[src/rtl/colour_mode_ctrl_pkg.sv]
// rtl/colour_mode_ctrl_pkg.sv - shared colour, scancode and FSM encodings for colour_mode_ctrl
package colour_mode_ctrl_pkg;

    typedef enum logic [1:0] {
        COL_WHITE = 2'd0,
        COL_RED   = 2'd1,
        COL_GREEN = 2'd2,
        COL_BLUE  = 2'd3
    } colour_t;

    localparam logic [7:0] SC_BREAK = 8'hF0;
    localparam logic [7:0] SC_EXT   = 8'hE0;
    localparam logic [7:0] SC_R     = 8'h2D;
    localparam logic [7:0] SC_G     = 8'h34;
    localparam logic [7:0] SC_B     = 8'h32;
    localparam logic [7:0] SC_W     = 8'h1D;
    localparam logic [7:0] SC_C     = 8'h21;

    localparam logic [1:0] S_IDLE  = 2'd0;
    localparam logic [1:0] S_BREAK = 2'd1;
    localparam logic [1:0] S_EXT   = 2'd2;

    // One-hot {Radd, Gadd, Badd}; WHITE drives no select.
    function automatic logic [2:0] decode_sel(input colour_t sel);
        case (sel)
            COL_RED:   decode_sel = 3'b100;
            COL_GREEN: decode_sel = 3'b010;
            COL_BLUE:  decode_sel = 3'b001;
            default:   decode_sel = 3'b000;
        endcase
    endfunction

endpackage

[src/rtl/colour_mode_ctrl_scancode_filter.sv]
// rtl/colour_mode_ctrl_scancode_filter.sv - PS/2 set-2 byte filter emitting colour and cycle-toggle strobes
module scancode_filter
    import colour_mode_ctrl_pkg::*;
(
    input  logic       clk,
    input  logic       reset,
    input  logic       key_valid,
    input  logic [7:0] key_code,
    output logic       colour_req,
    output colour_t    colour_req_sel,
    output logic       cycle_toggle
);

    logic [1:0] state_q, state_d;
    logic       c_held_q, c_held_d;

    always_comb begin
        state_d        = state_q;
        c_held_d       = c_held_q;
        colour_req     = 1'b0;
        colour_req_sel = COL_WHITE;
        cycle_toggle   = 1'b0;
        if (key_valid) begin
            case (state_q)
                S_IDLE: begin
                    case (key_code)
                        SC_BREAK: state_d = S_BREAK;
                        SC_EXT:   state_d = S_EXT;
                        SC_R: begin colour_req = 1'b1; colour_req_sel = COL_RED;   end
                        SC_G: begin colour_req = 1'b1; colour_req_sel = COL_GREEN; end
                        SC_B: begin colour_req = 1'b1; colour_req_sel = COL_BLUE;  end
                        SC_W: begin colour_req = 1'b1; colour_req_sel = COL_WHITE; end
                        SC_C: begin
                            // Typematic repeats of C are suppressed until its break code.
                            if (!c_held_q) begin
                                cycle_toggle = 1'b1;
                                c_held_d     = 1'b1;
                            end
                        end
                        default: ;
                    endcase
                end
                S_BREAK: begin
                    if (key_code == SC_C) c_held_d = 1'b0;
                    state_d = S_IDLE;
                end
                S_EXT: begin
                    state_d = (key_code == SC_BREAK) ? S_BREAK : S_IDLE;
                end
                default: state_d = S_IDLE;
            endcase
        end
    end

    always_ff @(posedge clk) begin
        if (reset) begin
            state_q  <= S_IDLE;
            c_held_q <= 1'b0;
        end else begin
            state_q  <= state_d;
            c_held_q <= c_held_d;
        end
    end

endmodule

[src/rtl/colour_mode_ctrl.sv]
// rtl/colour_mode_ctrl.sv - frame-synchronous RGB select sequencer driven by PS/2 keys
module colour_mode_ctrl
    import colour_mode_ctrl_pkg::*;
#(
    parameter int CYCLE_FRAMES = 60,
    parameter int FC_W         = 6
) (
    input  logic       vga_clk,
    input  logic       reset,
    input  logic       key_valid,
    input  logic [7:0] key_code,
    input  logic       frame_start,
    output logic       Radd,
    output logic       Gadd,
    output logic       Badd,
    output logic       cycle_active,
    output logic       pending
);

    localparam logic [FC_W-1:0] LAST_FRAME = FC_W'(CYCLE_FRAMES - 1);

    logic    colour_req, cycle_toggle;
    colour_t colour_req_sel;

    colour_t         pend_sel_q, pend_sel_d;
    colour_t         cur_sel_q, cur_sel_d;
    logic [FC_W-1:0] frame_cnt_q, frame_cnt_d;
    logic            pending_q, pending_d;
    logic            cycle_active_q, cycle_active_d;
    logic [2:0]      rgb_q, rgb_d;

    scancode_filter u_filter (
        .clk            (vga_clk),
        .reset          (reset),
        .key_valid      (key_valid),
        .key_code       (key_code),
        .colour_req     (colour_req),
        .colour_req_sel (colour_req_sel),
        .cycle_toggle   (cycle_toggle)
    );

    always_comb begin
        pend_sel_d     = pend_sel_q;
        cur_sel_d      = cur_sel_q;
        frame_cnt_d    = frame_cnt_q;
        pending_d      = pending_q;
        cycle_active_d = cycle_active_q;

        // Frame boundary acts on pre-edge request state; a key on the same edge queues behind it.
        if (frame_start) begin
            if (pending_q) begin
                cur_sel_d   = pend_sel_q;
                pending_d   = 1'b0;
                frame_cnt_d = '0;
            end else if (cycle_active_q) begin
                if (frame_cnt_q == LAST_FRAME) begin
                    frame_cnt_d = '0;
                    cur_sel_d   = colour_t'(cur_sel_q + 2'd1);
                end else begin
                    frame_cnt_d = frame_cnt_q + 1'b1;
                end
            end
        end

        if (colour_req) begin
            pend_sel_d     = colour_req_sel;
            pending_d      = 1'b1;
            cycle_active_d = 1'b0;
        end else if (cycle_toggle) begin
            cycle_active_d = !cycle_active_q;
        end

        if (!cycle_active_d) frame_cnt_d = '0;

        rgb_d = decode_sel(cur_sel_d);
    end

    always_ff @(posedge vga_clk) begin
        if (reset) begin
            pend_sel_q     <= COL_WHITE;
            cur_sel_q      <= COL_WHITE;
            frame_cnt_q    <= '0;
            pending_q      <= 1'b0;
            cycle_active_q <= 1'b0;
            rgb_q          <= 3'b000;
        end else begin
            pend_sel_q     <= pend_sel_d;
            cur_sel_q      <= cur_sel_d;
            frame_cnt_q    <= frame_cnt_d;
            pending_q      <= pending_d;
            cycle_active_q <= cycle_active_d;
            rgb_q          <= rgb_d;
        end
    end

    assign Radd         = rgb_q[2];
    assign Gadd         = rgb_q[1];
    assign Badd         = rgb_q[0];
    assign cycle_active = cycle_active_q;
    assign pending      = pending_q;

endmodule

[config.mk]
export PLATFORM = sky130hd
export DESIGN_NAME = colour_mode_ctrl
export DESIGN_NICKNAME = d
export VERILOG_FILES = /design/src/rtl/colour_mode_ctrl_pkg.sv /design/src/rtl/colour_mode_ctrl_scancode_filter.sv /design/src/rtl/colour_mode_ctrl.sv
export SDC_FILE = /design/constraint.sdc
export NUM_CORES = 1
export LEC_CHECK = 0
export CAP_MARGIN = 20
export CORE_UTILIZATION = 54
export DETAILED_ROUTE_END_ITERATION = 6
export GPL_TIMING_DRIVEN = 0
export PLACE_DENSITY = 0.81
export SLEW_MARGIN = 5
export SYNTH_ARGS = -nofsm -noshare
export SYNTH_HDL_FRONTEND = slang
export SYNTH_HIERARCHICAL = 1
export SYNTH_SLANG_ARGS = --single-unit
[constraint.sdc]
create_clock -name vga_clk -period 3.3 [get_ports vga_clk]
set_input_delay 0.33 -clock vga_clk [delete_from_list [all_inputs] [get_ports vga_clk]]
set_output_delay 0.33 -clock vga_clk [all_outputs]
set_load 0.05 [all_outputs]
# Word-level counts from Yosys, hierarchy flattened
# Cells that the tools add are included.
[word_totals] wordCells=65 input_bits=12 output_inout_bits=5 reg_bits=18
[classes] n_addsub=2 n_eq_ne=16 bitwise_logic=1 n_mux=28 n_reduce_logical=10
[op_table] op="8-bit by 6-bit == test with 1-bit output, second input constant" n=4
[op_table] op="6-bit two-way mux" n=3
[op_table] op="8-bit == test, second input constant" n=2
[op_table] op="1-bit two-way mux" n=14
[op_table] op="2-bit two-way mux" n=6
[op_table] op="3-bit case mux with 3 select lines" n=1
[op_table] op="8-bit by 5-bit == test with 1-bit output, second input constant" n=1
[op_table] op="2-bit case mux with 2 select lines" n=2
[op_table] op="6-bit by 1-bit adder with 6-bit output, second input constant" n=1
[op_table] op="2-bit == test, second input constant" n=3
[op_table] op="6-bit == test, second input constant" n=1
[op_table] op="2-bit case mux with 3 select lines" n=1
[op_table] op="2-bit nonzero test" n=3
[op_table] op="2-bit by 1-bit == test with 1-bit output, second input constant" n=2
[op_table] op="2-bit by 1-bit inequality test with 1-bit output, second input constant" n=2
[op_table] op="2-bit AND reduction" n=2
[op_table] op="4-bit AND reduction" n=1
[op_table] op="4-bit OR reduction" n=1
[op_table] op="3-bit by 2-bit inequality test with 1-bit output, second input constant" n=1
[op_table] op="2-bit by 1-bit adder with 2-bit output, second input constant" n=1
[op_table] op="2-bit logical NOT" n=1
[op_table] op="1-bit case mux with 2 select lines" n=1
[op_table] op="2-bit OR reduction" n=1
[op_table] op="1-bit logical NOT" n=1
[op_table] op="1-bit inverter" n=1

# Depth between registers and ports, before layout
# Gate-level depths: netlist of run 1.
[logic_depth] word_depth=8 depth_mapped=8 mapped_depth_nobuf=8

# Hierarchy
# Netlist of run 1, hierarchy kept.
[modules_own_cells] module="colour_mode_ctrl" instances=1 area_each_um2=675.6 seq_area_each_um2=300.3 cells_per_inst=74
[modules_own_cells] module="scancode_filter" instances=1 area_each_um2=292.8 seq_area_each_um2=60.1 cells_per_inst=34

# Worst setup path after synthesis of run 1
# No wires, ideal clock.
[synth_timing] path_type="register -> register" from="register cycle_active_q (netlist: cycle_active)" to="register rgb_q[2]" period_less_slack_ns=1.841 setup_ns=0.060 slack_ns=1.459 stages_incl_launch_ff=5 t_required_ns=3.240 path_buffers=0 arrival_time_ns=1.781 path_cell_list="dfxtp_1 nand4_2 or4_4 a31o_1 and3b_1"
[synth_between] elab_chain_cells=5 elab_cells_between_ends=7 classes_between="3 x eq/ne; 4 x mux"
[synth_lines] element="from (decl)" line="colour_mode_ctrl.sv:29" rtl="logic cycle_active_q, cycle_active_d;"
[synth_lines] element="from (signal assigned)" line="colour_mode_ctrl.sv:91" rtl="cycle_active_q <= cycle_active_d;"
[synth_lines] element="2-bit two-way mux (*)" line="colour_mode_ctrl.sv:55" rtl="end else if (cycle_active_q) begin"
[synth_lines] element="2-bit two-way mux (*)" line="colour_mode_ctrl.sv:51" rtl="if (pending_q) begin"
[synth_lines] element="2-bit two-way mux (*)" line="colour_mode_ctrl.sv:50" rtl="if (frame_start) begin"
[synth_lines] element="2-bit == test / 2-bit by 1-bit == test with 1-bit output (equally long branches)" line="colour_mode_ctrl_pkg.sv:25" rtl="case (sel)"
[synth_lines] element="3-bit case mux with 3 select lines (*)" line="colour_mode_ctrl_pkg.sv:25"
[synth_lines] element="to (signal assigned)" line="colour_mode_ctrl.sv:92" rtl="rgb_q <= rgb_d;"
[synth_lines] element="to (decl)" line="colour_mode_ctrl.sv:30" rtl="logic [2:0] rgb_q, rgb_d;"
# Mark *: on every way between the ends. The rest lies on a longest branch, timed or not.
# A chain may end at the register's enable or synchronous reset.

# Worst setup path in the final report of run 1
[layout_timing] from="input port key_code[4]" to="register frame_cnt_q[3]"
[layout_between] elab_chain_cells=8 elab_cells_between_ends=16 classes_between="5 x eq/ne; 8 x mux; 1 x bitwise; 2 x reduce/logical"
[layout_lines] element="from (decl)" line="colour_mode_ctrl.sv:11" rtl="input logic [7:0] key_code,"
[layout_lines] element="8-bit by 6-bit == test with 1-bit output" line="colour_mode_ctrl_scancode_filter.sv:26" rtl="case (key_code)"
[layout_lines] element="1-bit two-way mux" line="colour_mode_ctrl_scancode_filter.sv:26"
[layout_lines] element="1-bit two-way mux" line="colour_mode_ctrl_scancode_filter.sv:24" rtl="case (state_q)"
[layout_lines] element="1-bit two-way mux" line="colour_mode_ctrl_scancode_filter.sv:23" rtl="if (key_valid) begin"
[layout_lines] element="named net cycle_toggle" line="colour_mode_ctrl.sv:22" rtl="logic colour_req, cycle_toggle;"
[layout_lines] element="1-bit two-way mux" line="colour_mode_ctrl.sv:69" rtl="end else if (cycle_toggle) begin"
[layout_lines] element="1-bit two-way mux" line="colour_mode_ctrl.sv:65" rtl="if (colour_req) begin"
[layout_lines] element="1-bit inverter (no source line)"
[layout_lines] element="2-bit OR reduction (no source line)"
[layout_lines] element="to (signal assigned)" line="colour_mode_ctrl.sv:89" rtl="frame_cnt_q <= frame_cnt_d;"
[layout_lines] element="to (decl)" line="colour_mode_ctrl.sv:27" rtl="logic [FC_W-1:0] frame_cnt_q, frame_cnt_d;"
# The timed path passes the listed nets, and every way through them passes these cells.

==> key figures, run 1 <==
Synth
  – Number of library cell types mapped by synthesis: 35
  – Post-synth top area cell: dfxtp_1
  – Syn. warnings: 6
  – Synthesized area per cell: around 9 um^2
  – Net count of the mapped netlist: between 100 and 150
  – Syn Inst Count: 108
  – Top cell type's share of synthesized area: 37.21%
  – Main area contributors after synthesis: dfxtp_1 (37%), a21oi_1 (5.7%), nor2_1 (5.4%)
  – Area of the mapped netlist: around 970 um^2
  – Sequential element share of the synthesized area: between 30 and 40%
  – Synthesized flop and latch total: 18

Timing
  – Final worst setup slack: between 1 and 1.5 ns
  – Post-layout min period: 2.199 ns
  – Worst-Margin Slew: 0.4864 ns
  – Max-slew headroom at the worst pin: ~67%
  – Fin. Hold Viols: 0
  – RSZ-0062 raised after global routing: no
  – Sum of negative setup slack: 0 ns
  – Worst clock skew: around 0.0030 ns
  – Fmax: about 450 MHz
  – Setup Viol. Count Final: 0
  – Crit share post-route: 66.62%
  – Slew Limit Fails: 0

Global routing
  – Vias in the first global route: around 770
  – First-pass GRT wire length: between 3 and 4 mm
  – Gr usage total: approximately 22%
  – Overflow after GRT: 0
  – Antenna violations before repair: 0
  – Largest net degree at the start of global routing: 12

Drt
  – DR iter-0 viols: 9
  – DRC viols: 0
  – Via/cell ratio: around 5.8
  – Remaining antenna violation count: 0
  – WL final: 1.869 mm
  – Vias: about 900
  – Wire per inst: between 10 and 15 um
  – DRT Pass-1 Iters: 4

Clocking
  – Root Driver: clkbuf_4
  – Clock Tree Buf Depth: 2
  – Hold buffers post-CTS: 0
  – CTS tree: yes
  – Total setup buffers inserted after CTS: 0
  – Clk sinks: 18
  – Reg clk slew, reported paths: about 0.10 ns
  – Total CTS buffers: 3
  – Clock latency on the worst-skew pair: roughly 0.29 ns
  – Post_cts resized: 0
  – H-tree levels: 1

Pwr
  – PwrDens: 320.1 mW/mm^2
  – Maximum vdd drop: 326.9 uV
  – LEAKAGE: 0.0004195 uW

Die
  – Starting density of the core: just over 60%
  – Die width: approximately 44 um
  – Num rows: 14
  – Die H: 44.35 um
  – Die area: roughly 0.002 mm^2
  – IO Count: 17
  – Core ar.: 0.001594 mm^2

Cells and area
  – Final core utilization: between 70% and 80%
  – Finished Cell Area: roughly 0.0012 mm^2
  – Layout Cells excl Fill: about 150
  – Area grow syn2layout: 23.39%
  – Share of layout cells above drive strength 1: approximately a tenth
  – Nets: between 100 and 150
  – Inserted Diodes: 0

Place
  – Dpl hpwl: approximately 1.5 mm
  – GPL Wtd Cong: around 0.9
  – Place WS: between 0.7 and 0.8 ns
  – Placed cells: 148
  – Placement Cell Area: about 0.0012 mm^2
  – Number of port buffers: 16

Setup path
  – Crit-path cells: clkdlybuf4s50_1 > nor4b_2 > nand3b_1 > nor3_1 > xnor2_1 > or3_1 > inv_1 > o21ai_0 > nor2_1
  – Worst path max stage delay: about 0.5 ns
  – CP max-delay cell: clkdlybuf4s50_1
  – Crit. End Element: flip-flop
  – CP max FO: 5
  – WS Path Type: in -> reg
  – Req. time, crit path: about 3.5 ns
  – Reg2reg path depth: 8
  – Worst Path Arrival: between 2 and 2.5 ns
  – Setup crit start kind: primary input

Min path
  – Hold Path Stages: 2
  – Min-Delay Path Class: reg -> reg

Run
  – Max Cap Viol: 0

Status
  – Outcome: finished, final reports clean
[worst paths after layout]
| path | from | endpoint | slack, ns |
|---|---|---|---|
| setup / recovery | key_code[4] | frame_cnt_q[3] | 1.10 |
| hold / removal | pend_sel_q[1] | pend_sel_q[1] | 0.50 |
| setup reg to reg | u_filter/state_q[1] | frame_cnt_q[3] | 1.34 |
| hold reg to reg | pend_sel_q[1] | pend_sel_q[1] | 0.50 |
[synth_stat cells]
library cell  number
or2b_1             1
o21ai_0            4
xnor2_1            3
nand4b_1           3
nand3_1            2
nor4b_2            1
or3_1              1
nand4_1            3
nor2b_1            5
and4b_1            2
mux2_1             1
o21a_1             1
a211oi_1           1
nor4b_4            1
o211ai_1           1
a21oi_1           11
a31o_1             1
and3b_1            1
xor2_1             3
or4_4              1
nand2b_4           1
dfxtp_1           18
nand4_2            1
and3_2             2
nor3b_1            2
nor2_1            14
inv_1              3
mux2i_1            4
nor3b_2            1
buf_2              1
nand2b_1           3
ha_1               1
nand2_1            4
nor3_1             4
nand3b_1           2
[worst max-delay path, delay by kind of cell]
kind	cells	cell delay (ns)
and+or+nand+nor	5	1.24
buffers and inverters	2	0.58
AOI/OAI and AO/OA	1	0.18
xor gates and xnor gates	1	0.08
[cell type report]
type | count | area [um^2]
Inverter | 3 | 11.26
Sequential cell | 18 | 360.3
Multi-Input combinational cell | 86 | 591.8
Timing Repair Buffer | 16 | 160.2
Tap cell | 24 | 30.03
Buffer | 1 | 5.005
Clock buffer | 4 | 36.28
Fill cell | 125 | 399.1
[where the power goes]
part	internal, uW	total [uW]	switching (uW)
sequential	217	217	0.153
combinational	18.5	34.2	15.7
clock	67.2	131	63.8
total	303	383	79.7
[logic make-up (layout without fill, tap and decap cells)]
logic type | Yosys count | count (layout) | synth area share [%]
compound gates | 19 | 19 | 10.98
xor+xnor | 6 | 6 | 5.427
buf+inv | 4 | 24 | 1.679
mux | 5 | 5 | 5.297
fa+ha+maj | 1 | 1 | 1.292
simple gates | 55 | 55 | 38.11
flops | 18 | 18 | 37.21
[metrics by stage]
stage                     hold WS, ns  power, uW
after floorplan                0.3991      233.8
after global placement         0.4697      255.4
after detailed placement       0.4734      256.3
after CTS                      0.5003      388.6
after global routing           0.5225      400.0
final                          0.4966      382.5
[layout by cell type (no fill, tap or decap), types with 2 or more instances in the layout]
master,instances
nor2b_1,5
nand4b_1,3
inv_1,3
and3_2,2
nand2_1,4
nand3_1,2
nand3b_1,2
a21oi_1,11
xor2_1,3
mux2i_1,4
nand2b_1,3
dfxtp_1,18
o21ai_0,4
and4b_1,2
nor3b_1,2
nand4_1,3
xnor2_1,3
clkdlybuf4s50_1,16
nor3_1,4
clkbuf_4,3
nor2_1,14
[per-layer routing]
metal  wire [um]  vias to the layer above  GRT usage, %  share of wire [%]
met1         864                      416         28.68                 46
li1            -                      434             -                  -
met4           0                        0         4.848                  0
met3          79                        0         7.347                4.2
met2         926                       25         36.47                 50
met5           0                        -             0                  0
[sequential cells by signal, summed over array words and instances, names as in the netlist]
signal,count
pend_sel_q,2
rgb_q,3
cycle_active,1
u_filter/state_q,2
cur_sel_q,2
frame_cnt_q,6
pending,1
u_filter/c_held_q,1
No activity file was read; power rests on OpenSTA's default activity.
==> run 2, diff against run 1 <==
--- a/config.mk
+++ b/config.mk
@@ -6,10 +6,10 @@
 export NUM_CORES = 1
 export LEC_CHECK = 0
 export CAP_MARGIN = 20
-export CORE_UTILIZATION = 54
+export CORE_UTILIZATION = 50
 export DETAILED_ROUTE_END_ITERATION = 6
 export GPL_TIMING_DRIVEN = 0
-export PLACE_DENSITY = 0.81
+export PLACE_DENSITY = 0.76
 export SLEW_MARGIN = 5
 export SYNTH_ARGS = -nofsm -noshare
 export SYNTH_HDL_FRONTEND = slang
==> constraint.sdc (replaced) <==
create_clock -name vga_clk -period 2.1 [get_ports vga_clk]
set_input_delay 0.21 -clock vga_clk [delete_from_list [all_inputs] [get_ports vga_clk]]
set_output_delay 0.21 -clock vga_clk [all_outputs]
set_load 0.05 [all_outputs]
==> key figures, run 2 (synthesized netlist as in run 1, its figures left out) <==
Die
  – Die H: 46.01 um (+3.7%)
  – Core ar.: 0.001764 mm^2 (+11%)
  – Num rows: 15 (+1)
  – IO Count: 17 (unchanged)
  – Die area: 0.002117 mm^2 (+7.6%)
  – Die width: 46.01 um (+3.7%)
  – Starting density of the core: 54.89% (-5.9 points)

Global routing
  – First-pass GRT wire length: 3.222 mm (-0.22%)
  – Overflow after GRT: 0 (unchanged)
  – Vias in the first global route: 777 (+0.78%)
  – Largest net degree at the start of global routing: 12 (unchanged)
  – Gr usage total: 21.36% (-0.95 points)
  – Antenna violations before repair: 0 (unchanged)

Timing
  – Worst clock skew: 0.005511 ns (+0.002539 ns)
  – Post-layout min period: between 1.5 and 2 ns
  – Worst-Margin Slew: 0.5077 ns (+0.02122 ns)
  – Slew Limit Fails: 0 (unchanged)
  – Crit share post-route: between 90% and 100%
  – Fin. Hold Viols: 0 (unchanged)
  – Fmax: just over 500 MHz
  – Sum of negative setup slack: 0 ns (unchanged)
  – Max-slew headroom at the worst pin: 65.80% (-1.4 points)
  – Setup Viol. Count Final: 0 (unchanged)

Drt
  – DR iter-0 viols: 15 (+6)
  – Wire per inst: 12.32 um (+0.23%)
  – DRT Pass-1 Iters: 4 (unchanged)
  – Remaining antenna violation count: 0 (unchanged)
  – Vias: 865 (-1.1%)
  – WL final: 1.898 mm (+1.6%)
  – DRC viols: 0 (unchanged)
  – Via/cell ratio: 5.617 (-2.4%)

Cells and area
  – Seq. cell area: 360.3 um^2 (unchanged)
  – Largest regs: frame_cnt_q x6, rgb_q x3
  – Area grow syn2layout: 25.84%
  – Leading cell type in the layout, fill and taps excluded: dfxtp_1
  – Nets: 143 (+0.70%)
  – Fillers: 161 (+29%)
  – Inserted Diodes: 0 (unchanged)
  – Biggest register: frame_cnt_q
  – Layout Cells excl Fill: 154 (+1.3%)
  – Commonest non-fill, non-tap cells in the layout: dfxtp_1 (18), clkdlybuf4s50_1 (15), nor2_1 (14), a21oi_1 (10), nor2b_1 (5)
  – Share of layout cells above drive strength 1: 11.63% (+1.5 points)
  – Multi-input gate area: 604.3 um^2 (+2.1%)
  – Number of flip-flops under the largest register name: 6 (unchanged)

Setup path
  – Req. time, crit path: 2.34 ns (-1.18 ns)
  – WS Path Type: in -> reg
  – Setup crit start kind: primary input
  – CP max-delay cell: clkdlybuf4s50_1
  – Reg2reg setup slack: 0.17 ns (-1.17 ns)
  – Worst path max stage delay: 0.49 ns (about the same)
  – Crit-path cells: clkdlybuf4s50_1 > nor4b_4 > nand3b_1 > nor3_1 > xnor2_1 > or3_1 > inv_1 > o21ai_1 > nor2_1
  – Buffers & Inverters on Critical Path: 2 (unchanged)
  – CP max FO: 4 (-1)
  – Crit. End Element: flip-flop
  – CP top delay family: simple AND/OR/NAND/NOR gates
  – Worst Path Arrival: 2.18 ns (-0.24 ns)

Status
  – Outcome: finished, final reports clean

Clocking
  – Total CTS buffers: 3 (unchanged)
  – Clk sinks: 18 (unchanged)
  – CTS tree: yes
  – Reg clk slew, reported paths: 0.10 ns (about the same)
  – Clock Tree Buf Depth: 2 (unchanged)
  – Clock latency on the worst-skew pair: 0.29 ns (about the same)
  – Root Driver: clkbuf_4
  – H-tree levels: 1 (unchanged)

Place
  – GPL Wtd Cong: 0.8539 (-5.2%)
  – Number of port buffers: 16 (unchanged)
  – Dpl hpwl: 1.466 mm (about the same)
  – Placed cells: 149 (+0.68%)

Pwr
  – Maximum vdd drop: 361.9 uV (+11%)
  – PwrDens: 502.6 mW/mm^2 (+57%)
  – LEAKAGE: 0.0004392 uW (+4.7%)

Min path
  – Min-Delay Path Class: in -> reg

Run
  – Max Cap Viol: 0 (unchanged)
==> run 2: changes by cell type in the layout (fill, tap and decap cells not counted) <==
cell and change:
a21oi_1 -1, a21oi_2 +1, buf_4 +1, clkdlybuf4s50_1 -1, dlymetal6s2s_1 +1, nor4b_2 -1
nor4b_4 +1, o21ai_0 -1, o21ai_1 +1
==> run 2: final timing paths <==
| path | from | endpoint | depth (start not counted) |
|---|---|---|---|
| min | key_code[3] | u_filter/state_q[0] | 4 |
| min reg2reg | pend_sel_q[1] | pend_sel_q[1] | 2 |
| max reg2reg | u_filter/state_q[1] | frame_cnt_q[5] | 8 |
| max | key_code[2] | frame_cnt_q[5] | 9 |
==> run 2: what timing repair did <==
action                                  in CTS  in global routing
endpoints found under the setup margin       0                  4
resized for setup                            0                  4
hold buffers                                 0                  0
buffers inserted                             0                  1
==> run 2: power by group <==
group | switching, uW | internal (uW) | total (uW) | leakage (uW)
Clock | 108 | 106 | 214 | 0.0000210
Combinational | 26.8 | 30.3 | 57.1 | 0.000273
Sequential | 0.261 | 341 | 342 | 0.000145
Total | 135 | 477 | 613 | 0.000439
==> run 2: metrics by stage <==
step | total power, uW | instance area [um^2] | hold WS [ns] | util, % | setup WS, ns
after floorplan | 367.4 | 968.4 | 0.2791 | - | 0.2588
after global placement | 401.7 | 1160 | 0.4764 | 65.74 | -0.2428
after detailed placement | 403.7 | 1160 | 0.5031 | 65.74 | -0.2772
after CTS | 613.5 | 1196 | 0.5270 | 67.80 | 0.04529
after global routing | 631.5 | 1219 | 0.4710 | 69.08 | -0.005777
final | 612.5 | 1219 | 0.4251 | 69.08 | 0.1581
==> run 2: layout make-up <==
class	instances	share of cell area (%)
inverter	3	0.9240
clock buffer	4	2.977
timing repair buffer	17	13.96
multi-input combinational	86	49.59
tap	25	2.567
sequential	18	29.57
buffer	1	0.4107
==> run 2: worst min-delay path, delay by kind of cell <==
family / cells / cell delay [ns]
buffers and inverters: 1 / 0.23
AND/OR/NAND/NOR: 2 / 0.17
AO/OA/AOI/OAI: 1 / 0.07
==> run 2: routing by layer <==
metal | global-route usage, % | part of all wire, % | vias up
li1 | - | - | 434
met1 | 27.32 | 49 | 408
met2 | 36.06 | 46 | 19
met3 | 3.571 | 3.7 | 4
met4 | 7.059 | 1.3 | 0
met5 | 0 | 0 | -
